--- src/rtl/mlp_pkg.sv ---
// Shared configuration, FSM state type and fixed-point helpers for the
// time-multiplexed MLP layer engine.
package mlp_pkg;

  localparam int WORD_SIZE = 8;
  localparam int FRAC_BITS = 4;
  localparam int N         = 4;
  localparam int L         = 3;
  localparam logic [L-1:0] ACT_MASK = 3'b011;

  function automatic int acc_width(input int w, input int n);
    return 2 * w + $clog2(n + 1) + 1;
  endfunction

  localparam int ACC_W   = acc_width(WORD_SIZE, N);
  localparam int ADDR_W  = $clog2(L * (N + 1));
  localparam int LAYER_W = $clog2(L) + 1;
  localparam int K_W     = $clog2(N + 1);
  localparam int VEC_W   = N * WORD_SIZE;

  localparam logic signed [ACC_W-1:0] SAT_MAX = ACC_W'(2 ** (WORD_SIZE - 1) - 1);
  localparam logic signed [ACC_W-1:0] SAT_MIN = ~SAT_MAX;

  typedef enum logic [2:0] {
    IDLE  = 3'd0,
    RUN   = 3'd1,
    DRAIN = 3'd2,
    WB    = 3'd3,
    OUT   = 3'd4
  } mlp_state_t;

  // Floor shift back to WORD_SIZE scale, optional ReLU, then clamp.
  function automatic logic signed [WORD_SIZE-1:0] sat_act(
    input logic signed [ACC_W-1:0] acc,
    input logic                    relu
  );
    logic signed [ACC_W-1:0] sh;
    sh = acc >>> FRAC_BITS;
    if (relu && sh[ACC_W-1]) sh = '0;
    if (sh > SAT_MAX) sh = SAT_MAX;
    else if (sh < SAT_MIN) sh = SAT_MIN;
    return sh[WORD_SIZE-1:0];
  endfunction

endpackage

--- src/rtl/mlp_layer_engine_if.sv ---
// Input, output and weight-memory bus of the MLP engine; slave = engine side.
interface mlp_layer_engine_if;
  import mlp_pkg::*;

  // A transfer happens on a rising edge where valid and ready are both high;
  // the source holds valid and data stable until that edge.
  logic              in_valid;
  logic              in_ready;
  logic [VEC_W-1:0]  in_data;
  logic              w_rd_en;
  logic [ADDR_W-1:0] w_addr;
  logic [VEC_W-1:0]  w_data;
  logic              out_valid;
  logic              out_ready;
  logic [VEC_W-1:0]  out_data;

  modport slave (
    input  in_valid, in_data, w_data, out_ready,
    output in_ready, w_rd_en, w_addr, out_valid, out_data
  );

  modport master (
    output in_valid, in_data, w_data, out_ready,
    input  in_ready, w_rd_en, w_addr, out_valid, out_data
  );

endinterface

--- src/rtl/mlp_mac_lane.sv ---
// One neuron: accumulates activation*weight products plus the bias row and
// presents the activated, saturated result for write-back.
module mlp_mac_lane
  import mlp_pkg::*;
(
  input  logic                        clk,
  input  logic                        n_rst,
  input  logic                        clr,
  input  logic                        acc_en,
  input  logic                        is_bias,
  input  logic signed [WORD_SIZE-1:0] a,
  input  logic signed [WORD_SIZE-1:0] w,
  input  logic                        relu,
  output logic signed [WORD_SIZE-1:0] y
);

  logic signed [ACC_W-1:0]       acc_q, acc_d;
  logic signed [2*WORD_SIZE-1:0] prod;
  logic signed [ACC_W-1:0]       prod_ext;
  logic signed [ACC_W-1:0]       bias_ext;

  assign prod     = a * w;
  assign prod_ext = {{(ACC_W - 2*WORD_SIZE){prod[2*WORD_SIZE-1]}}, prod};
  // Bias is scaled by 1.0 so it lines up with the product's binary point.
  assign bias_ext = {{(ACC_W - WORD_SIZE - FRAC_BITS){w[WORD_SIZE-1]}}, w, {FRAC_BITS{1'b0}}};

  always_comb begin
    acc_d = acc_q;
    if (clr) acc_d = '0;
    else if (acc_en) acc_d = acc_q + (is_bias ? bias_ext : prod_ext);
  end

  always_ff @(posedge clk or negedge n_rst) begin
    if (!n_rst) acc_q <= '0;
    else        acc_q <= acc_d;
  end

  assign y = sat_act(acc_q, relu);

endmodule

--- src/rtl/mlp_layer_engine.sv ---
// Runs L fully connected layers back-to-back over one activation buffer,
// streaming one weight row per cycle from a synchronous external memory.
module mlp_layer_engine
  import mlp_pkg::*;
(
  input  logic               clk,
  input  logic               n_rst,
  input  logic               flush,
  mlp_layer_engine_if.slave  bus,
  output logic               busy,
  output logic [LAYER_W-1:0] layer_idx,
  output mlp_state_t         dbg_state
);

  mlp_state_t         state_q, state_d;
  logic [K_W-1:0]     k_q, k_d;
  logic [K_W-1:0]     kd_q, kd_d;
  logic               rd_q, rd_d;
  logic [LAYER_W-1:0] layer_q, layer_d;
  logic               w_rd_en_q, w_rd_en_d;
  logic [ADDR_W-1:0]  w_addr_q, w_addr_d;
  logic               out_valid_q, out_valid_d;
  logic [WORD_SIZE-1:0] act_q [N];
  logic [WORD_SIZE-1:0] act_d [N];

  logic                 lane_clr;
  logic                 lane_bias;
  logic                 lane_relu;
  logic [WORD_SIZE-1:0] lane_a;
  logic [WORD_SIZE-1:0] lane_y [N];

  always_comb begin
    state_d     = state_q;
    k_d         = k_q;
    layer_d     = layer_q;
    act_d       = act_q;
    out_valid_d = 1'b0;
    lane_clr    = 1'b0;
    unique case (state_q)
      IDLE: begin
        if (bus.in_valid) begin
          for (int j = 0; j < N; j++) act_d[j] = bus.in_data[j*WORD_SIZE +: WORD_SIZE];
          layer_d  = '0;
          k_d      = '0;
          lane_clr = 1'b1;
          state_d  = RUN;
        end
      end
      RUN: begin
        if (k_q == K_W'(N)) state_d = DRAIN;
        else                k_d     = k_q + 1'b1;
      end
      DRAIN: state_d = WB;
      WB: begin
        for (int j = 0; j < N; j++) act_d[j] = lane_y[j];
        lane_clr = 1'b1;
        layer_d  = layer_q + 1'b1;
        k_d      = '0;
        state_d  = (layer_q == LAYER_W'(L - 1)) ? OUT : RUN;
      end
      OUT: begin
        if (out_valid_q && bus.out_ready) state_d     = IDLE;
        else                              out_valid_d = 1'b1;
      end
      default: state_d = IDLE;
    endcase
    if (flush) begin
      state_d     = IDLE;
      k_d         = '0;
      layer_d     = '0;
      out_valid_d = 1'b0;
      lane_clr    = 1'b1;
    end
    // Memory strobe/address are registered: they describe the row the next cycle reads.
    w_rd_en_d = (state_d == RUN);
    w_addr_d  = w_rd_en_d ? ADDR_W'(32'(layer_d) * (N + 1) + 32'(k_d)) : '0;
    rd_d      = w_rd_en_q && !flush;
    kd_d      = k_q;
  end

  always_ff @(posedge clk or negedge n_rst) begin
    if (!n_rst) begin
      state_q     <= IDLE;
      k_q         <= '0;
      kd_q        <= '0;
      rd_q        <= 1'b0;
      layer_q     <= '0;
      w_rd_en_q   <= 1'b0;
      w_addr_q    <= '0;
      out_valid_q <= 1'b0;
      for (int j = 0; j < N; j++) act_q[j] <= '0;
    end else begin
      state_q     <= state_d;
      k_q         <= k_d;
      kd_q        <= kd_d;
      rd_q        <= rd_d;
      layer_q     <= layer_d;
      w_rd_en_q   <= w_rd_en_d;
      w_addr_q    <= w_addr_d;
      out_valid_q <= out_valid_d;
      act_q       <= act_d;
    end
  end

  // Row data arrives one cycle after the read, so select with the delayed row index.
  always_comb begin
    lane_a = '0;
    for (int i = 0; i < N; i++) begin
      if (kd_q == K_W'(i)) lane_a = act_q[i];
    end
  end

  always_comb begin
    lane_relu = 1'b0;
    for (int l = 0; l < L; l++) begin
      if (layer_q == LAYER_W'(l)) lane_relu = ACT_MASK[l];
    end
  end

  assign lane_bias = (kd_q == K_W'(N));

  for (genvar j = 0; j < N; j++) begin : g_lane
    mlp_mac_lane u_lane (
      .clk     (clk),
      .n_rst   (n_rst),
      .clr     (lane_clr),
      .acc_en  (rd_q),
      .is_bias (lane_bias),
      .a       (lane_a),
      .w       (bus.w_data[j*WORD_SIZE +: WORD_SIZE]),
      .relu    (lane_relu),
      .y       (lane_y[j])
    );
  end

  always_comb begin
    bus.out_data = '0;
    for (int j = 0; j < N; j++) begin
      if (out_valid_q) bus.out_data[j*WORD_SIZE +: WORD_SIZE] = act_q[j];
    end
  end

  assign bus.in_ready  = (state_q == IDLE);
  assign bus.w_rd_en   = w_rd_en_q;
  assign bus.w_addr    = w_addr_q;
  assign bus.out_valid = out_valid_q;
  assign busy          = (state_q == RUN) || (state_q == DRAIN) || (state_q == WB);
  assign layer_idx     = layer_q;
  assign dbg_state     = state_q;

endmodule

--- src/flat_wrapper.sv ---
// flat-port wrapper written by rule: the top's interface ports become plain ports
module mlp_layer_engine_flat import mlp_pkg::*;
  (clk, n_rst, flush, busy, layer_idx, dbg_state, bus_in_valid, bus_in_data, bus_w_data, bus_out_ready, bus_in_ready, bus_w_rd_en, bus_w_addr, bus_out_valid, bus_out_data);
  mlp_layer_engine_if bus_i ();
  input  logic clk;
  input  logic n_rst;
  input  logic flush;
  output logic busy;
  output logic [LAYER_W-1:0] layer_idx;
  output mlp_state_t dbg_state;
  input wire logic [$bits(bus_i.in_valid)-1:0] bus_in_valid;
  input wire logic [$bits(bus_i.in_data)-1:0] bus_in_data;
  input wire logic [$bits(bus_i.w_data)-1:0] bus_w_data;
  input wire logic [$bits(bus_i.out_ready)-1:0] bus_out_ready;
  output wire logic [$bits(bus_i.in_ready)-1:0] bus_in_ready;
  output wire logic [$bits(bus_i.w_rd_en)-1:0] bus_w_rd_en;
  output wire logic [$bits(bus_i.w_addr)-1:0] bus_w_addr;
  output wire logic [$bits(bus_i.out_valid)-1:0] bus_out_valid;
  output wire logic [$bits(bus_i.out_data)-1:0] bus_out_data;
  assign bus_i.in_valid = bus_in_valid;
  assign bus_i.in_data = bus_in_data;
  assign bus_i.w_data = bus_w_data;
  assign bus_i.out_ready = bus_out_ready;
  assign bus_in_ready = bus_i.in_ready;
  assign bus_w_rd_en = bus_i.w_rd_en;
  assign bus_w_addr = bus_i.w_addr;
  assign bus_out_valid = bus_i.out_valid;
  assign bus_out_data = bus_i.out_data;
  mlp_layer_engine u_core (.clk(clk), .n_rst(n_rst), .flush(flush), .bus(bus_i), .busy(busy), .layer_idx(layer_idx), .dbg_state(dbg_state));
endmodule
--- config.mk ---
export PLATFORM = sky130hd
export DESIGN_NAME = mlp_layer_engine_flat
export DESIGN_NICKNAME = d
export VERILOG_FILES = /design/src/rtl/mlp_pkg.sv /design/src/rtl/mlp_layer_engine_if.sv /design/src/rtl/mlp_mac_lane.sv /design/src/rtl/mlp_layer_engine.sv /design/src/flat_wrapper.sv
export SDC_FILE = /design/constraint.sdc
export NUM_CORES = 1
export LEC_CHECK = 0
export ABC_AREA = 0
export BUFFER_PORTS_ARGS = -buffer_cell sky130_fd_sc_hd__buf_2
export CAP_MARGIN = 25
export CORE_MARGIN = 4
export CORE_UTILIZATION = 45
export CTS_BUF_LIST = sky130_fd_sc_hd__clkbuf_4 sky130_fd_sc_hd__clkbuf_8 sky130_fd_sc_hd__clkbuf_16
export CTS_CLUSTER_SIZE = 16
export DETAILED_ROUTE_END_ITERATION = 10
export GPL_ROUTABILITY_DRIVEN = 0
export PLACE_DENSITY = 0.68
export SYNTH_ARGS = -nofsm -noshare
export SYNTH_HDL_FRONTEND = slang
export SYNTH_SLANG_ARGS = --single-unit
--- constraint.sdc ---
create_clock -name clk -period 16.1 [get_ports clk]
set_clock_uncertainty 0.15 [all_clocks]
set_input_delay 3.22 -clock clk [delete_from_list [all_inputs] [get_ports clk]]
set_output_delay 3.22 -clock clk [all_outputs]
set_load 0.01 [all_outputs]
==> results of run 1 <==
[synthesized netlist by cell type, types with 13 or more instances]
cell type	n	area, sq um
mux2i_1	48	480
clkbuf_1	70	263
a21oi_1	114	571
nand4_1	13	81.3
nand3_1	23	115
a211oi_1	21	158
xor2_1	30	263
ha_1	205	2560
nor2b_1	42	263
a21o_1	34	255
dfrtp_1	131	3280
o21bai_1	23	173
nor2_1	158	593
xnor2_1	93	815
and3_1	16	100
nor3_1	27	135
and2_1	226	1410
inv_1	378	1420
o21ai_0	117	586
nand2_1	217	815
fa_1	225	4500
a31oi_1	14	87.6
[worst max-delay path by stage]
stage / cells past startpoint / from / end
final: 24 / bus_w_data[27] / u_core.g_lane[3].u_lane.acc_q[19]$_DFFE_PN0P_
after CTS: 24 / bus_w_data[28] / u_core.g_lane[3].u_lane.acc_q[19]$_DFFE_PN0P_
after global placement: 24 / bus_w_data[27] / u_core.g_lane[3].u_lane.acc_q[19]$_DFFE_PN0P_
after floorplan: 29 / bus_w_data[23] / u_core.g_lane[2].u_lane.acc_q[19]$_DFFE_PN0P_
after global routing: 25 / bus_w_data[26] / u_core.g_lane[3].u_lane.acc_q[19]$_DFFE_PN0P_
after detailed placement: 24 / bus_w_data[28] / u_core.g_lane[3].u_lane.acc_q[19]$_DFFE_PN0P_
[layer usage]
metal	GRT usage (%)	wire length [um]	vias up	share of wire [%]
li1	-	-	7876	-
met1	31.3	23800	8216	46
met2	36.2	23900	467	46
met3	3.09	3050	69	5.9
met4	5.43	1140	4	2.2
met5	0	20	-	0.039
[through the flow]
step | setup slack (ns) | std cells | cell area [sq um]
detailed placement | 6.43 | 3028 | 21500
finish | 6.81 | 3062 | 22100
floorplan | 6.99 | 2386 | 20300
global placement | 6.57 | 3028 | 21500
CTS | 6.84 | 3060 | 22100
global route | 6.40 | 3061 | 22100
[layout make-up]
type / count / area (sq um) / area share (%)
Antenna cell: 1 / 2.50 / 0.0113
Clock buffer: 17 / 425 / 1.93
Clock inverter: 15 / 141 / 0.640
Inverter: 379 / 1420 / 6.44
Multi-Input combinational cell: 1797 / 15400 / 69.5
Sequential cell: 131 / 3280 / 14.9
Tap cell: 592 / 741 / 3.35
Timing Repair Buffer: 130 / 717 / 3.25
[cells by family after synthesis]
family	Yosys count
mux	60
fa+ha+maj	430
flops	131
xor+xnor	123
buf+inv	458
simple gates	773
compound gates	411
[state kept, by name, indices dropped and copies added, names as in the netlist]
| signal | count |
|---|---|
| u_core.rd_q | 1 |
| u_core.dbg_state | 3 |
| u_core.bus.w_rd_en | 1 |
| u_core.layer_idx | 3 |
| u_core.act_q | 32 |
| u_core.kd_q | 3 |
| u_core.bus.out_valid | 1 |
| u_core.k_q | 3 |
| u_core.bus.w_addr | 4 |
| u_core.g_lane.u_lane.acc_q | 80 |
==> reports/results.ini, run 1 <==
[floorplanning]
dieArea_sq_mm = 0.0486
die_h_um = 220
ios = 115
die_w_um = 220
rows = 77
coreArea_sq_mm = 0.0444
start_util_pct = 45.7

[place]
io_buffers = 114
dp_hpwl_um = 39600

[clocking]
htreeDepth = 4
cts_resized = 0
ctsHoldBuffers = 0
cts_tree = done
clk_pin_slew_ns = 0.07
clkLatencyLatePin_ns = 0.42
root_buffer = clkbuf_16
cts.sinks = 131
postCtsSetupBuffers = 0
cts_buffer_depth = 2
cts-buffers-inserted = 17

[cells_and_area]
mostFrequentLayoutCells = 378 x inv_1, 226 x and2_1, 225 x fa_1
drive_gt1_share_pct = 8.55
areaGrowthSynthToFinish_pct = 8.72
fillers = 4171
finish.utilization_pct = 49.7
nets = 2955
final_common_cell = inv_1

[worst_setup_path]
path_cells = buf_2 -> and2_1 -> fa_1 -> inv_1 -> fa_1 -> inv_1 -> fa_1 -> inv_1 -> fa_1 -> inv_1 -> ha_1 -> and3_1 -> a311oi_1 -> a21oi_1 -> xnor2_1 -> a21boi_1 -> inv_1 -> ha_1 -> or3_1 -> o31ai_1 -> o21ai_0 -> xor2_1 -> or3_1 -> a21oi_1
path_max_fanout = 9
reg2reg_from = u_core.kd_q[0]$_DFF_PN0_
critical_path_class = in2reg
cp_top_family = adder cells
cp.required_ns = 16.28
r2r_setup_slack_ns = 7.99
crit_arrival_ns = 9.47
cp_num_buf_inv = 6
critPathSlowestCell = fa_1
r2r-end = u_core.g_lane[3].u_lane.acc_q[19]$_DFFE_PN0P_
start_kind = primary input
setup.worst_path.end_class = register
cp_common_cell = inv_1
reg2regPathDepth = 26
slowest_delay_ns = 0.64

[drt]
drt_wl_total_um = 51900
drtIter0Drc = 959
wl_per_cell_um = 17.0
ant_nets = 0
drc_errors = 0
drtPass1Iterations = 7
vias_per_cell = 5.43
via_count = 16600

[hold_path]
hold_depth = 0
hold_class = reg2reg
hold_end = u_core.kd_q[1]$_DFF_PN0_
min-delay-start = u_core.k_q[1]$_DFF_PN0_

[synthesis]
synthMuxAreaShare_pct = 3.47
syn_area_per_cell_sq_um = 8.52
yosys_register_bits = 131
yosysWarnings = 0
synth_flop_cell = dfrtp_1
ys_types = 68
syn-cell-area_sq_mm = 0.0203
synth-xor-area-share_pct = 5.30
synth_top_family_by_area = adder cells
yosysSeqAreaShare_pct = 16.1
synth_fa_ha_area_share_pct = 34.8
synth_enable_flop_cells = 0
async_flop_share_pct = 100
syn_nets = 2885
synth_compound_area_share_pct = 12.9
postSynthCellCount = 2386
yosys.area_share.simple_pct = 19.0

[global_route]
grt_overflow = 0
grt_pass1_wl_um = 87500
track_usage_pct = 22.1
grt_max_degree = 86
antenna_found_initial = 2
grt_pass1_vias = 17300

[timing]
clock.fmax_mhz = 108
worst_hold_slack_ns = 0.336
rsz0062_at_grt = false
tns_ns = 0
fin_crit_sh_pct = 57.7
maxSlewViolCount = 0
finalSetupViolations = 0
hold_viol = 0
final.min_clock_period_ns = 9.29
relSlewSlack_pct = 35.6
tightestPinTransition_ns = 0.967

[job]
drv_cap = 0

[run_status]
outcome = finished, final reports clean

Power of run 1 is not shown: default switching activity piles up to over one toggle a cycle in this logic, so the estimate is an artifact.
==> inputs of run 2 (changes only) <==
==> constraint.sdc (replaced) <==
create_clock -name clk -period 9 [get_ports clk]
set_clock_uncertainty 0.15 [all_clocks]
set_input_delay 1.8 -clock clk [delete_from_list [all_inputs] [get_ports clk]]
set_output_delay 1.8 -clock clk [all_outputs]
set_load 0.01 [all_outputs]
==> reports/results.ini, run 2 (same netlist as run 1, synthesis figures left out) <==
[run_status]
outcome = finished, final reports clean  ; unchanged

[global_route]
grt_max_degree = 86  ; unchanged
grt_pass1_vias = 17200  ; was 17,300
track_usage_pct = 22.2  ; was 22.1%
grt_pass1_wl_um = 87800  ; was 87,500 um
grt_overflow = 0  ; unchanged
antenna_found_initial = 2  ; unchanged

[drt]
vias_per_cell = 5.37  ; was 5.43
drtIter0Drc = 1029  ; was 959
ant_nets = 0  ; unchanged
wl_per_cell_um = 17.0  ; about the same
drc_errors = 0  ; unchanged
drt_wl_total_um = 52000  ; was 51,900 um
drtPass1Iterations = 5  ; was 7
via_count = 16400  ; was 16,600

[timing]
tns_ns = 0  ; unchanged
clock.fmax_mhz = 121
finalSetupViolations = 0  ; unchanged
tightestPinTransition_ns = 1.04  ; was 0.967 ns
maxSlewViolCount = 0  ; unchanged
hold_viol = 0  ; unchanged
final.min_clock_period_ns = 8.25
relSlewSlack_pct = 30.2  ; was 35.6%
rsz0062_at_grt = false  ; unchanged
layout_setup_ws_ns = 0.752  ; was 6.81 ns
fin_crit_sh_pct = 91.6

[place]
dp_hpwl_um = 40000  ; was 39,600 um
io_buffers = 114  ; unchanged
dpl_worst_slack_ns = 0.621  ; was 6.43 ns

[worst_setup_path]
setup.worst_path.end_class = register  ; unchanged
crit_arrival_ns = 8.43  ; was 9.47 ns
critPathSlowestCell = nor2b_2  ; was fa_1
reg2regPathDepth = 26  ; unchanged
path_depth = 26  ; was 24
start_kind = register  ; was primary input
path_max_fanout = 13  ; was 9
cp_num_buf_inv = 5  ; was 6
slowest_delay_ns = 0.84  ; was 0.64 ns
cp_top_family = adder cells  ; unchanged
cp.required_ns = 9.18  ; was 16.28 ns
critical_path_class = reg2reg  ; was in2reg

[hold_path]
hold_class = reg2reg  ; unchanged
hold_depth = 0  ; unchanged

[job]
drv_cap = 0  ; unchanged

[cells_and_area]
final_common_cell = inv_1  ; unchanged
drive_gt1_share_pct = 8.58  ; was 8.55%
diodes = 0  ; was 1
largest_register = u_core.g_lane.u_lane.acc_q  ; unchanged
mostFrequentLayoutCells = 378 x inv_1, 226 x and2_1, 225 x fa_1  ; unchanged
largest_register_ff_count = 80  ; unchanged
nets = 2956  ; was 2,955
areaGrowthSynthToFinish_pct = 8.79  ; was 8.72%
finish.utilization_pct = 49.8  ; was 49.7%
fillers = 4191  ; was 4,171

[clocking]
cts-buffers-inserted = 17  ; unchanged
cts_resized = 0  ; unchanged
clk_pin_slew_ns = 0.07  ; about the same
cts_tree = done  ; unchanged
cts.sinks = 131  ; unchanged
cts_buffer_depth = 2  ; unchanged
clkLatencyLatePin_ns = 0.44  ; was 0.42 ns
postCtsSetupBuffers = 0  ; unchanged
ctsHoldBuffers = 0  ; unchanged
root_buffer = clkbuf_16  ; unchanged
htreeDepth = 4  ; unchanged

[floorplanning]
die_w_um = 220  ; unchanged
rows = 77  ; unchanged
start_util_pct = 45.7  ; unchanged
die_h_um = 220  ; unchanged
dieArea_sq_mm = 0.0486  ; unchanged
ios = 115  ; unchanged
coreArea_sq_mm = 0.0444  ; unchanged

==> run 2: changes by cell type in the layout (fill, tap and decap cells not counted), sizes merged <==
cell	before	now
clkbuf	17	18
clkinvlp	3	2
diode	1	0
buf	130	131
==> run 2: area by class of cell <==
class                   instances  area (sq um)  area share [%]
clock buffers                  18           439            1.99
flip-flops and latches        131          3280            14.8
inverters                     379          1420            6.44
well taps                     592           741            3.35
repair buffers                131           729            3.30
clock inverters                14           138           0.623
multi-input cells            1797         15400            69.5
==> run 2: worst paths after layout <==
check	start	to	slack, ns
setup / recovery	u_core.kd_q[0]$_DFF_PN0_	u_core.g_lane[3].u_lane.acc_q[19]$_DFFE_PN0P_	0.75
hold / removal	u_core.k_q[0]$_DFF_PN0_	u_core.kd_q[0]$_DFF_PN0_	0.32
setup reg to reg	u_core.kd_q[0]$_DFF_PN0_	u_core.g_lane[3].u_lane.acc_q[19]$_DFFE_PN0P_	0.75
hold reg to reg	u_core.k_q[0]$_DFF_PN0_	u_core.kd_q[0]$_DFF_PN0_	0.32
max in group asynchronous	n_rst	u_core.g_lane[1].u_lane.acc_q[17]$_DFFE_PN0P_	6.25
min in group asynchronous	n_rst	u_core.act_q[5]$_DFFE_PN0P_	1.20
==> run 2: metrics by stage <==
step	hold slack [ns]	std cells	cell area, sq um
2_1_floorplan	0.248	2386	20300
3_3_place_gp	0.287	3030	21500
3_5_place_dp	0.280	3030	21500
4_1_cts	0.319	3062	22100
5_1_grt	0.341	3062	22100
6_report	0.323	3062	22100
==> run 2: per-layer routing <==
metal | share of wire (%) | up-vias | global-route usage [%]
li1 | - | 7853 | -
met1 | 45 | 8051 | 31.5
met2 | 46 | 457 | 36.0
met3 | 6.3 | 70 | 2.95
met4 | 2.5 | 4 | 5.93
met5 | 0.029 | - | 0
Power of run 2 is left out for the same reason.
